==> src/rtl/mips_pkg.sv <==
// Shared definitions for the fetch stage: state encoding and fetch constants.
package mips_pkg;

    // Fetch controller states: normal fetching, or waiting to discard a stale response
    typedef enum logic {
        FETCH = 1'b0,
        DROP  = 1'b1
    } fetch_state_t;

    localparam logic [31:0] RESET_PC_DEFAULT = 32'h0000_0000;
    localparam logic [31:0] INSTR_NOP        = 32'h0000_0000;
    localparam int unsigned PC_INC           = 4;

endpackage

==> src/rtl/fetch_buffer.sv <==
// One-entry holding register for a fetched instruction and its PC+4.
// Clear wins over fill, and fill wins over drain, so a response that
// arrives while the entry is being consumed replaces it without a bubble.
module fetch_buffer
    import mips_pkg::*;
#(
    parameter int ADDR_W = 32
) (
    input  logic              clk,
    input  logic              rst_n,
    input  logic              fill,
    input  logic              drain,
    input  logic              clear,
    input  logic [31:0]       fill_instr,
    input  logic [ADDR_W-1:0] fill_pc,
    output logic              valid,
    output logic [31:0]       instr,
    output logic [ADDR_W-1:0] pc
);

    logic              valid_reg;
    logic [31:0]       instr_reg;
    logic [ADDR_W-1:0] pc_reg;

    // Entry state: clear beats fill, fill beats drain
    always_ff @(posedge clk) begin
        if (!rst_n) begin
            valid_reg <= 1'b0;
            instr_reg <= INSTR_NOP;
            pc_reg    <= '0;
        end else if (clear) begin
            valid_reg <= 1'b0;
        end else if (fill) begin
            valid_reg <= 1'b1;
            instr_reg <= fill_instr;
            pc_reg    <= fill_pc;
        end else if (drain) begin
            valid_reg <= 1'b0;
        end
    end

    assign valid = valid_reg;
    assign instr = instr_reg;
    assign pc    = pc_reg;

endmodule

==> src/rtl/instr_fetch_unit.sv <==
// Fetch stage: owns the PC, runs the req/ack handshake to instruction memory,
// buffers one response and hands it to IF/ID, and flushes IF/ID on redirect.
// A request is never withdrawn once raised; a redirect that catches one in
// flight parks in DROP until the stale response arrives and is thrown away.
module instr_fetch_unit
    import mips_pkg::*;
#(
    parameter int                ADDR_W   = 32,
    parameter logic [ADDR_W-1:0] RESET_PC = ADDR_W'(RESET_PC_DEFAULT)
) (
    input  logic              i_clk,
    input  logic              i_rst_n,
    input  logic              i_stall,
    input  logic              i_redirect,
    input  logic [ADDR_W-1:0] i_redirect_pc,
    output logic              o_imem_req,
    output logic [ADDR_W-1:0] o_imem_addr,
    input  logic              i_imem_ack,
    input  logic [31:0]       i_imem_rdata,
    output logic [31:0]       o_instr,
    output logic [ADDR_W-1:0] o_pc,
    output logic              o_we,
    output logic              o_flush
);

    fetch_state_t      state_reg, state_next;
    logic [ADDR_W-1:0] pc_reg, pc_next;
    logic [ADDR_W-1:0] drop_addr_reg, drop_addr_next;

    logic              buf_valid;
    logic [31:0]       buf_instr;
    logic [ADDR_W-1:0] buf_pc;
    logic              buf_fill;
    logic              buf_clear;
    logic [ADDR_W-1:0] pc_plus_inc;

    // Wraps modulo 2^ADDR_W by construction
    assign pc_plus_inc = pc_reg + ADDR_W'(PC_INC);

    // State, PC and parked request address registers
    always_ff @(posedge i_clk) begin
        if (!i_rst_n) begin
            state_reg     <= FETCH;
            pc_reg        <= RESET_PC;
            drop_addr_reg <= '0;
        end else begin
            state_reg     <= state_next;
            pc_reg        <= pc_next;
            drop_addr_reg <= drop_addr_next;
        end
    end

    // Next-state, PC update and handshake/delivery outputs; all quiet in reset
    always_comb begin
        state_next     = state_reg;
        pc_next        = pc_reg;
        drop_addr_next = drop_addr_reg;
        o_imem_req     = 1'b0;
        o_imem_addr    = pc_reg;
        o_we           = 1'b0;
        o_flush        = 1'b0;
        buf_fill       = 1'b0;
        buf_clear      = 1'b0;
        if (i_rst_n) begin
            case (state_reg)
                FETCH: begin
                    o_we        = buf_valid & ~i_stall & ~i_redirect;
                    // Only ask for more when the entry is free or leaving now
                    o_imem_req  = ~buf_valid | o_we;
                    o_imem_addr = pc_reg;
                    if (i_redirect) begin
                        o_flush   = 1'b1;
                        buf_clear = 1'b1;
                        pc_next   = i_redirect_pc;
                        // An unanswered request must still be honoured at its old address
                        if (o_imem_req && !i_imem_ack) begin
                            state_next     = DROP;
                            drop_addr_next = pc_reg;
                        end
                    end else if (o_imem_req && i_imem_ack) begin
                        buf_fill = 1'b1;
                        pc_next  = pc_plus_inc;
                    end
                end
                DROP: begin
                    o_imem_req  = 1'b1;
                    o_imem_addr = drop_addr_reg;
                    if (i_redirect) begin
                        o_flush   = 1'b1;
                        buf_clear = 1'b1;
                        pc_next   = i_redirect_pc;
                    end
                    if (i_imem_ack) begin
                        state_next = FETCH;
                    end
                end
                default: begin
                    state_next = FETCH;
                end
            endcase
        end
    end

    fetch_buffer #(
        .ADDR_W(ADDR_W)
    ) u_fetch_buffer (
        .clk       (i_clk),
        .rst_n     (i_rst_n),
        .fill      (buf_fill),
        .drain     (o_we),
        .clear     (buf_clear),
        .fill_instr(i_imem_rdata),
        .fill_pc   (pc_plus_inc),
        .valid     (buf_valid),
        .instr     (buf_instr),
        .pc        (buf_pc)
    );

    // Present zeros to IF/ID while reset is held
    assign o_instr = i_rst_n ? buf_instr : INSTR_NOP;
    assign o_pc    = i_rst_n ? buf_pc : '0;

endmodule

==> config.mk <==
export PLATFORM = sky130hd
export DESIGN_NAME = instr_fetch_unit
export DESIGN_NICKNAME = d
export VERILOG_FILES = /design/src/rtl/mips_pkg.sv /design/src/rtl/fetch_buffer.sv /design/src/rtl/instr_fetch_unit.sv
export SDC_FILE = /design/constraint.sdc
export NUM_CORES = 1
export LEC_CHECK = 0
export BUFFER_PORTS_ARGS = -buffer_cell sky130_fd_sc_hd__buf_2
export CAP_MARGIN = 0
export CORE_MARGIN = 10
export CORE_UTILIZATION = 48
export CTS_CLUSTER_SIZE = 24
export DETAILED_ROUTE_END_ITERATION = 8
export GPL_ROUTABILITY_DRIVEN = 0
export PLACE_DENSITY = 0.82
export SYNTH_ARGS = -nofsm -noshare
export SYNTH_HDL_FRONTEND = slang
export SYNTH_SLANG_ARGS = --single-unit
==> constraint.sdc <==
create_clock -name i_clk -period 1.92 [get_ports i_clk]
set_input_delay 0 -clock i_clk [delete_from_list [all_inputs] [get_ports i_clk]]
set_output_delay 0 -clock i_clk [all_outputs]
set_load 0.02 [all_outputs]
After elaboration in Yosys (flattened, before gate mapping) --
Index checks and enable logic that the tools add are counted.
Word-level totals: bits in registers 130, input bits 69, output and inout port bits 99, logic and storage cells 50
Operators by class: add/sub/neg operators 1, equality and inequality tests 2, mux-type cells 24, bitwise operators 9, reduce and logical (&&, ||, !) cells 8
Operators with widths (count):
- $mux W32 | 6
- $pmux W32 S2 | 2
- $add A32 B3 Y32 const B | 1
- $mux W1 | 14
- $not A1 Y1 | 6
- $pmux W1 S2 | 2
- $reduce_and A2 Y1 | 2
- $ne A3 B3 Y1 const B | 1
- $reduce_and A3 Y1 | 1
- $and A1 B1 Y1 | 2
- $logic_and A1 B1 Y1 | 2
- $ne A2 B2 Y1 const B | 1
- $reduce_bool A2 Y1 | 1
- $reduce_or A2 Y1 | 1
- $logic_not A1 Y1 | 1
- $or A1 B1 Y1 | 1

Longest topological paths before layout --
Gate-level depths: netlist of run 1.
depth after elaboration 10, gate-level depth with buffers 8, depth with buffers taken out 6

Cells and area by module --
Synthesis of run 1 repeated with hierarchy kept, for this count alone.
Second synthesis, totals: cell total of the unflattened synthesis 837, area, all modules 6962.9 um2
Modules (own cells, without submodules):
- instr_fetch_unit | instances 1, cells an instance 555, area an instance 4292.9 um2, seq. area each 1301.2 um2
- fetch_buffer | instances 1, cells an instance 282, area an instance 2670.1 um2, seq. area each 1301.2 um2

Least setup slack after synthesis of run 1 --
Ideal clock, no wire load.
path kind register to register, start register pc_reg[2], end register pc_reg[14], library setup time 0.074 ns, arrival time 1.772 ns, required time 1.846 ns, slack 0.073 ns, cell stages (with the launch flop) 7, path buffers 0, clock period less this slack 1.847 ns, cells stage by stage dfxtp_1 > ha_1 > nand3_1 > nor4_4 > nand2_1 > or3_1 > a31oi_1
On the way: longest elaborated chain between the ends 4
RTL lines:
- start: declaration | RTL line instr_fetch_unit.sv:27 | logic [ADDR_W-1:0] pc_reg, pc_next;
- start signal: assignment | RTL line instr_fetch_unit.sv:48 | pc_reg <= pc_next;
- $add A32 B3 Y32 | RTL line instr_fetch_unit.sv:38 | assign pc_plus_inc = pc_reg + ADDR_W'(PC_INC);
- $mux W32 | RTL line instr_fetch_unit.sv:80 | end else if (o_imem_req && i_imem_ack) begin
- $mux W32 | RTL line instr_fetch_unit.sv:71 | if (i_redirect) begin
- $pmux W32 S2 | RTL line instr_fetch_unit.sv:65 | case (state_reg)
Every way passes these cells. The select of a mux whose other input is x is not followed. A chain may end at the register's enable or synchronous reset.

Worst setup path after layout of run 1 --
start register pc_reg[19], end register pc_reg[27]
The elaborated chain is that of the path after synthesis.

==> results of run 1 <==
[worst min-delay path: cells and delay by family]
family,cells,cell delay (ps)
and+or+nand+nor,1,100
AOI/OAI and AO/OA,1,70
buffers and inverters,1,210
[kinds of logic after synthesis]
logic type               synth area share (%)
AO/OA/AOI/OAI                            13.4
buffers and inverters                    4.32
flip-flops                               41.2
AND/OR/NAND/NOR                          24.8
multiplexers                             12.3
adder cells (fa/ha/maj)                 0.198
XOR/XNOR                                 3.88
[metal layers]
layer / GRT usage [%] / routed length (um)
met3: 6.45 / 2300
met1: 29.2 / 8580
met2: 39.7 / 10900
met4: 16.2 / 1630
met5: 0 / 0
[synth_stat cells (all sizes together)]
library cell / count
a22o: 3
nand2: 107
o22ai: 3
nor2: 58
and4: 4
a22oi: 10
o311a: 1
a21oi: 73
nand3: 26
a211oi: 1
o311ai: 4
o41ai: 1
nor4: 5
o21a: 3
buf: 14
nand4: 10
a311oi: 1
mux2: 67
o31ai: 3
mux2i: 2
or2: 1
and2: 71
xnor2: 10
inv: 6
clkbuf: 48
a31oi: 9
a32oi: 1
nor3: 10
a221oi: 1
or3: 4
nand2b: 3
dfxtp: 130
o22a: 2
and3: 6
ha: 1
nand4b: 1
o211ai: 1
o21ai: 22
a21o: 2
a211o: 1
a221o: 1
xor2: 18
or4: 2
[per-stage QoR]
stage | total power, mW | util, % | area, um^2 | setup TNS [ps]
floorplan | 3.60 | - | 6310 | 0
global placement | 3.98 | 59.4 | 7590 | 0
detailed placement | 4.01 | 59.4 | 7590 | 0
CTS | 7.64 | 69.5 | 8880 | 0
global route | 7.94 | 69.9 | 8930 | -52.4
finish | 7.72 | 69.9 | 8930 | 0
[final cells by class]
cell class	count	area share [%]
antenna	2	0.0561
clock inverter	14	2.37
clock buffer	18	4.92
inverter	6	0.252
multi-input combinational	549	39.0
sequential	130	29.2
timing repair buffer	285	21.8
tap	172	2.41
[worst max path at each step]
stage / end / slack (ps) / depth (start not counted)
2_1_floorplan: pc_reg[14] / 70 / 6
3_3_place_gp: u_fetch_buffer.pc[30] / 150 / 7
6_report: pc_reg[27] / 70 / 6
5_1_grt: pc_reg[21] / -20 / 6
4_1_cts: o_imem_addr[6] / 60 / 4
3_5_place_dp: pc_reg[30] / 120 / 5
[timing repair]
action | CTS | global route
endpoints found under the hold margin | 63 | 0
pin swaps | 0 | 2
setup buffers | 0 | 2
gates resized for setup | 2 | 9
endpoints found under the setup margin | 16 | 20
cloned | 0 | 0
hold buffers | 63 | 0
[power groups by stage]
stage	registers (mW)	logic [mW]	clock network, mW
4_1_cts	2.92	1.15	3.57
5_1_grt	2.95	1.27	3.72
3_3_place_gp	2.97	1.02	0
2_1_floorplan	2.96	0.646	0
6_report	2.93	1.19	3.59
3_5_place_dp	2.98	1.03	0
[placed cells by master (no fill, tap or decap), types with 3 or more instances in the layout]
master,synthesis,layout
o21a_1,3,3
o21ai_0,21,21
nand3_1,26,25
xor2_1,18,18
or3_1,3,3
nand2_1,107,106
a22oi_1,10,10
a31oi_1,9,9
o31ai_1,3,3
bufinv_16,0,5
dfxtp_2,0,4
a22o_1,3,3
a21oi_1,73,73
clkbuf_16,0,17
clkinv_4,0,3
buf_4,0,49
xnor2_1,10,10
inv_1,5,5
clkinv_2,0,4
nand4_1,7,7
nor4_4,3,3
and3_1,6,6
nand2b_1,3,3
dfxtp_1,130,126
o22ai_1,3,3
buf_2,11,167
nor3_1,10,8
nor2_1,57,56
buf_12,0,5
and2_1,71,71
mux2_2,67,67
dlygate4sd3_1,0,63
==> summary.md, run 1 <==
| Metric | Value |
|---|---|
| Pre-CTS WS | 124 ps |
| Minimum clock period | 1850 ps |
| Clock Power Share | 46.5% |
| Largest net degree at the start of global routing | 54 |
| Sw power | 2.02 mW |
| Worst hold endpoint | pc_reg[28] |
| Mapped Cells | 747 |
| Filler instances | 885 |
| Crit end category | flop |
| Worst reg2reg endpoint | pc_reg[27] |
| Final setup vio count | 0 |
| Syn. warnings | 0 |
| Port bufs | 167 |
| Flop pwr share | 38.0% |
| Routed via count | 6776 |
| Worst path max stage delay | 430 ps |
| Max Transition Viols Final | 0 |
| Final cell count without fillers | 1176 |
| Critical path, cell by cell | nand4_1, buf_4, nor4_4, nand4_2, or4_1, a31oi_1 |
| Initial antenna violation count | 2 |
| Worst-path fanout max | 3 |
| Multi-input combinational cell area | 0.00348 mm^2 |
| Skew final | 7.73 ps |
| Cell Pwr Density | 864 mW/mm^2 |
| Crit start category | flop |
| Crit path max-delay family | simple AND/OR/NAND/NOR gates |
| Slowest CP cell | or4_1 |
| Core ar. | 0.0128 mm^2 |
| Max-Cap Viols | 0 |
| Sw Share | 26.2% |
| Top area cells in the synthesized netlist | dfxtp_1 41%, mux2_2 12%, and2_1 7.0% |
| Hold slack | 12.6 ps |
| R2R depth | 6 |
| Post-Syn Nets | 817 |
| Worst-Skew Late Latency | 430 ps |
| Post-route ant nets | 0 |
| Avg Cell Area, Syn | 8.45 um^2 |
| CP Launch Point | pc_reg[19] |
| Worst path bufs/invs | 1 |
| 1st-pass router iterations | 6 |
| CTS Buffer Depth | 2 |
| Num CTS Buffers | 17 |
| F_max | 0.541 GHz |
| Core Rows | 41 |
| Die area | 0.0181 mm^2 |
| Die Wd | 135 um |
| Hold crit path type | in -> reg |
| Tightest Pin Transition | 567 ps |
| Vias per cell | 5.76 |
| Final hold viol count | 0 |
| R2R Setup Slk | 70 ps |
| Syn-to-layout area delta | 41.4% |
| Final period util | 96.3% |
| Die Ht | 135 um |
| Yosys reg bits | 130 |
| GRT overflow | 0 |
| CTS sink cnt | 130 |
| DR iter-0 viols | 772 |
| RR Startpoint | pc_reg[19] |
| Initial core utilization | 49.4% |
| Vias in the first global route | 6587 |
| Root Driver | clkbuf_16 |
| Share of layout cells above drive strength 1 | 34.2% |
| Rel. slew slack | 61.9% |
| Cells after DPL | 1077 |
| Post-layout worst setup margin | 70.4 ps |
| Nets | 1059 |
| First-pass GRT wire length | 36000 um |
| HP Start | i_redirect |
| Seq/Total Area, Yosys | 41.2% |
| Estimated wirelength of the detail-placed design | 14500 um |
| Run status | finished clean |
| CTS HTree Levels | 4 |
| Syn Std Cell Area | 0.00631 mm^2 |
| # IOs | 168 |
| Crit path DAT | 2190 ps |
| Clock Pin Slew Worst Setup and Hold Paths | 60 ps |
| Int Power | 5.69 mW |
| Comb pwr share | 15.4% |
| Post-synth top area share | 41.2% |
| Residual DRC | 0 |
| Worst hold path depth | 3 |
| Gr usage total | 25.0% |
| Register Area | 0.00261 mm^2 |
| CP Data Required Time | 2260 ps |
| Total Wirelength | 23400 um |
| Synth unique cells | 53 |
| Max IR drop VDD | 0.657 mV |
| Critical path class | reg -> reg |
| Largest area contributor in the netlist | dfxtp_1 |
| P_leak | 4.02 nW |
| TritonCTS clock tree | built |
| Avg WL per Cell | 19.9 um |
No activity file was read; power rests on OpenSTA's default activity.
==> run 2, diff against run 1 <==
--- a/config.mk
+++ b/config.mk
@@ -8,11 +8,12 @@
 export BUFFER_PORTS_ARGS = -buffer_cell sky130_fd_sc_hd__buf_2
 export CAP_MARGIN = 0
 export CORE_MARGIN = 10
-export CORE_UTILIZATION = 48
+export CORE_UTILIZATION = 49
 export CTS_CLUSTER_SIZE = 24
 export DETAILED_ROUTE_END_ITERATION = 8
 export GPL_ROUTABILITY_DRIVEN = 0
 export PLACE_DENSITY = 0.82
 export SYNTH_ARGS = -nofsm -noshare
 export SYNTH_HDL_FRONTEND = slang
+export SYNTH_HIERARCHICAL = 1
 export SYNTH_SLANG_ARGS = --single-unit
==> summary.md, run 2 <==
| Metric | Value |
|---|---|
| Async SR Flop Fraction | 0% (unchanged) |
| Hold crit path type | in -> reg (unchanged) |
| Most frequent cells in the layout | 222 x nand2_1, 166 x buf_2, 127 x dfxtp_1 (was 167 x buf_2, 126 x dfxtp_1, 106 x nand2_1) |
| Syn. warnings | 6 (was 0) |
| CTS Buffer Depth | 2 (unchanged) |
| Largest family of logic cells by synthesized area | simple AND/OR/NAND/NOR gates (unchanged) |
| Synth Area in Compound Gates | 8.34% (was 13.4%) |
| Tightest Pin Transition | 700 ps (was 567 ps) |
| RSZ-0062 raised after global routing | no |
| Setup TNS | 0 ps (unchanged) |
| Port bufs | 167 (unchanged) |
| Nets | 1133 (was 1059) |
| Core Util, Final | 66.6% (was 69.9%) |
| Max IR drop VDD | 0.603 mV (was 0.657 mV) |
| Xor and xnor area share after synthesis | 5.79% (was 3.88%) |
| Die Ht | 139 um (was 135 um) |
| Final period util | 94.5% (was 96.3%) |
| Root Driver | clkbuf_16 (unchanged) |
| Skew final | 10.5 ps (was 7.73 ps) |
| Max-Cap Viols | 0 (unchanged) |
| Top area cells in the synthesized netlist | dfxtp_1 37%, nand2_1 12%, mux2i_1 9.5% (was dfxtp_1 41%, mux2_2 12%, and2_1 7.0%) |
| RR Startpoint | pc_reg[24] (was pc_reg[19]) |
| Residual DRC | 0 (unchanged) |
| Pre-CTS WS | 92.2 ps (was 124 ps) |
| Final cell count without fillers | 1253 (was 1176) |
| Worst-path fanout max | 32 (was 3) |
| Cell Pwr Density | 763 mW/mm^2 (was 864 mW/mm^2) |
| Final hold viol count | 0 (unchanged) |
| # IOs | 168 (unchanged) |
| Cells after DPL | 1155 (was 1077) |
| Rel. slew slack | 53.4% (was 61.9%) |
| Crit path DAT | 1810 ps (was 2190 ps) |
| Syn Std Cell Area | 0.00696 mm^2 (was 0.00631 mm^2) |
| Initial antenna violation count | 0 (was 2) |
| Worst-Skew Late Latency | 420 ps (was 430 ps) |
| Crit end category | output port (was flop) |
| CTS sink cnt | 130 (unchanged) |
| Max Transition Viols Final | 0 (unchanged) |
| Mux cell area share after synthesis | 14.7% (was 12.3%) |
| TritonCTS clock tree | built (unchanged) |
| Core Rows | 43 (was 41) |
| Most frequent cell after synthesis | nand2_1 (was dfxtp_1) |
| Adder-cell share of the synthesized area | 0.180% (was 0.198%) |
| Worst reg2reg endpoint | pc_reg[27] (unchanged) |
| Filler instances | 1098 (was 885) |
| Mapped Cells | 837 (was 747) |
| Vias per cell | 5.30 (was 5.76) |
| Initial core utilization | 50.2% (was 49.4%) |
| Minimum clock period | 1810 ps (was 1850 ps) |
| GRT overflow | 0 (unchanged) |
| Post-layout worst setup margin | 105 ps (was 70.4 ps) |
| DR iter-0 viols | 466 (was 772) |
| R2R Setup Slk | 110 ps (was 70 ps) |
| Worst hold endpoint | pc_reg[23] (was pc_reg[28]) |
| Share of layout cells above drive strength 1 | 27.5% (was 34.2%) |
| Estimated wirelength of the detail-placed design | 14000 um (was 14500 um) |
| Post-synth EDFFs | 0 (unchanged) |
| CP Data Required Time | 1920 ps (was 2260 ps) |
| Syn-to-layout area delta | 32.8% (was 41.4%) |
| Most used DFF post-synth | dfxtp_1 (unchanged) |
| Crit start category | flop (unchanged) |
| Post-route ant nets | 0 (unchanged) |
| Largest area contributor in the netlist | dfxtp_1 (unchanged) |
| Avg Cell Area, Syn | 8.32 um^2 (was 8.45 um^2) |
| Die area | 0.0194 mm^2 (was 0.0181 mm^2) |
| Clock Pin Slew Worst Setup and Hold Paths | 60 ps (about the same) |
| Synth unique cells | 53 (unchanged) |
| Post-synth top area share | 37.4% (was 41.2%) |
| Worst hold path depth | 4 (was 3) |
| Die Wd | 139 um (was 135 um) |
| Total Wirelength | 21000 um (was 23400 um) |
| R2R depth | 6 (unchanged) |
| Fin area | 0.00925 mm^2 (was 0.00893 mm^2) |
| Hold slack | 35.1 ps (was 12.6 ps) |
| Final setup vio count | 0 (unchanged) |
| Post-synthesis simple-gate area fraction | 27.1% (was 24.8%) |
| Cell Area, Placed | 0.00798 mm^2 (was 0.00759 mm^2) |
| N_diodes | 0 (was 2) |
| Run status | finished clean (unchanged) |
| Avg WL per Cell | 16.8 um (was 19.9 um) |
| HP Start | i_redirect_pc[23] (was i_redirect) |
| Core ar. | 0.0139 mm^2 (was 0.0128 mm^2) |
| Largest net degree at the start of global routing | 212 (was 54) |
| Critical path class | reg -> out (was reg -> reg) |
| Total power | 7.06 mW (was 7.72 mW) |
| Vias in the first global route | 6610 (was 6587) |
| Post-Syn Nets | 907 (was 817) |
| Num CTS Buffers | 17 (unchanged) |
| F_max | 0.551 GHz (was 0.541 GHz) |
| CTS HTree Levels | 4 (unchanged) |
| Seq/Total Area, Yosys | 37.4% (was 41.2%) |
| Routed via count | 6640 (was 6776) |
| Top cells by count, synth | 222 x nand2_1, 130 x dfxtp_1, 66 x mux2i_1 (was 130 x dfxtp_1, 107 x nand2_1, 73 x a21oi_1) |
| 1st-pass router iterations | 5 (was 6) |
| Gr usage total | 20.9% (was 25.0%) |
| P_leak | 4.00 nW (was 4.02 nW) |
| Most common cell after layout, fill and taps aside | nand2_1 (was buf_2) |
| Yosys reg bits | 130 (unchanged) |
| First-pass GRT wire length | 33700 um (was 36000 um) |
==> run 2: cell count changes after synthesis, moves of 17 or more <==
cell	before	now
nand2_1	107	222
mux2_2	67	32
nor2_1	57	26
buf_2	11	29
clkbuf_1	45	27
a21oi_1	73	56
mux2i_1	2	66
==> run 2: logic make-up (layout without fill, tap and decap cells) <==
group | count (synthesis) | in the layout
multiplexers | 98 | 98
AO/OA/AOI/OAI | 101 | 101
flip-flops | 130 | 130
buffers and inverters | 78 | 314
AND/OR/NAND/NOR | 383 | 383
adder cells (fa/ha/maj) | 1 | 1
XOR/XNOR | 46 | 46
==> run 2: cell type report <==
class | count | area, um^2 | share of cell area, %
multi-input cells | 629 | 3940 | 42.5
flip-flops and latches | 130 | 2610 | 28.2
repair buffers | 278 | 1890 | 20.4
clock buffers | 23 | 488 | 5.28
well taps | 180 | 225 | 2.43
clock inverters | 6 | 80.1 | 0.866
inverters | 7 | 26.3 | 0.284
==> run 2: worst max-delay path by stage <==
stage | from | to | slack (ps) | cells after the start
after floorplan | state_reg | u_fetch_buffer/instr[0] | 20 | 8
after global placement | pc_reg[18] | u_fetch_buffer/pc[24] | 170 | 7
after detailed placement | pc_reg[5] | pc_reg[27] | 90 | 5
after CTS | pc_reg[5] | pc_reg[27] | 90 | 5
after global routing | pc_reg[13] | u_fetch_buffer/pc[27] | 6 | 7
final | state_reg | o_imem_addr[31] | 110 | 5
==> run 2: timing repair <==
action	CTS	global route
resized for setup	0	7
hold buffers	67	0
setup buffers	0	2
endpoints found under the setup margin	0	13
endpoints found under the hold margin	65	0
==> run 2: power breakdown <==
group | total (mW) | internal (mW) | switching, mW
logic | 1.01 | 0.452 | 0.556
registers | 2.90 | 2.80 | 0.0960
clock network | 3.15 | 2.02 | 1.13
==> run 2: worst max-delay path, cell delays in order (launching register included) <==
cell and delay [ps]:
dfxtp_1 300, buf_4 190, nand2_1 120, buf_12 220, mux2_2 380, buf_2 170
==> run 2: routing by layer <==
metal  track usage, %  up-vias  routed length [um]
met5                0        -                   0
met4             8.07        0                 611
met3             6.37       47                1460
met2             35.6      269               10400
met1             23.9     3081                8580
li1                 -     3243                   -
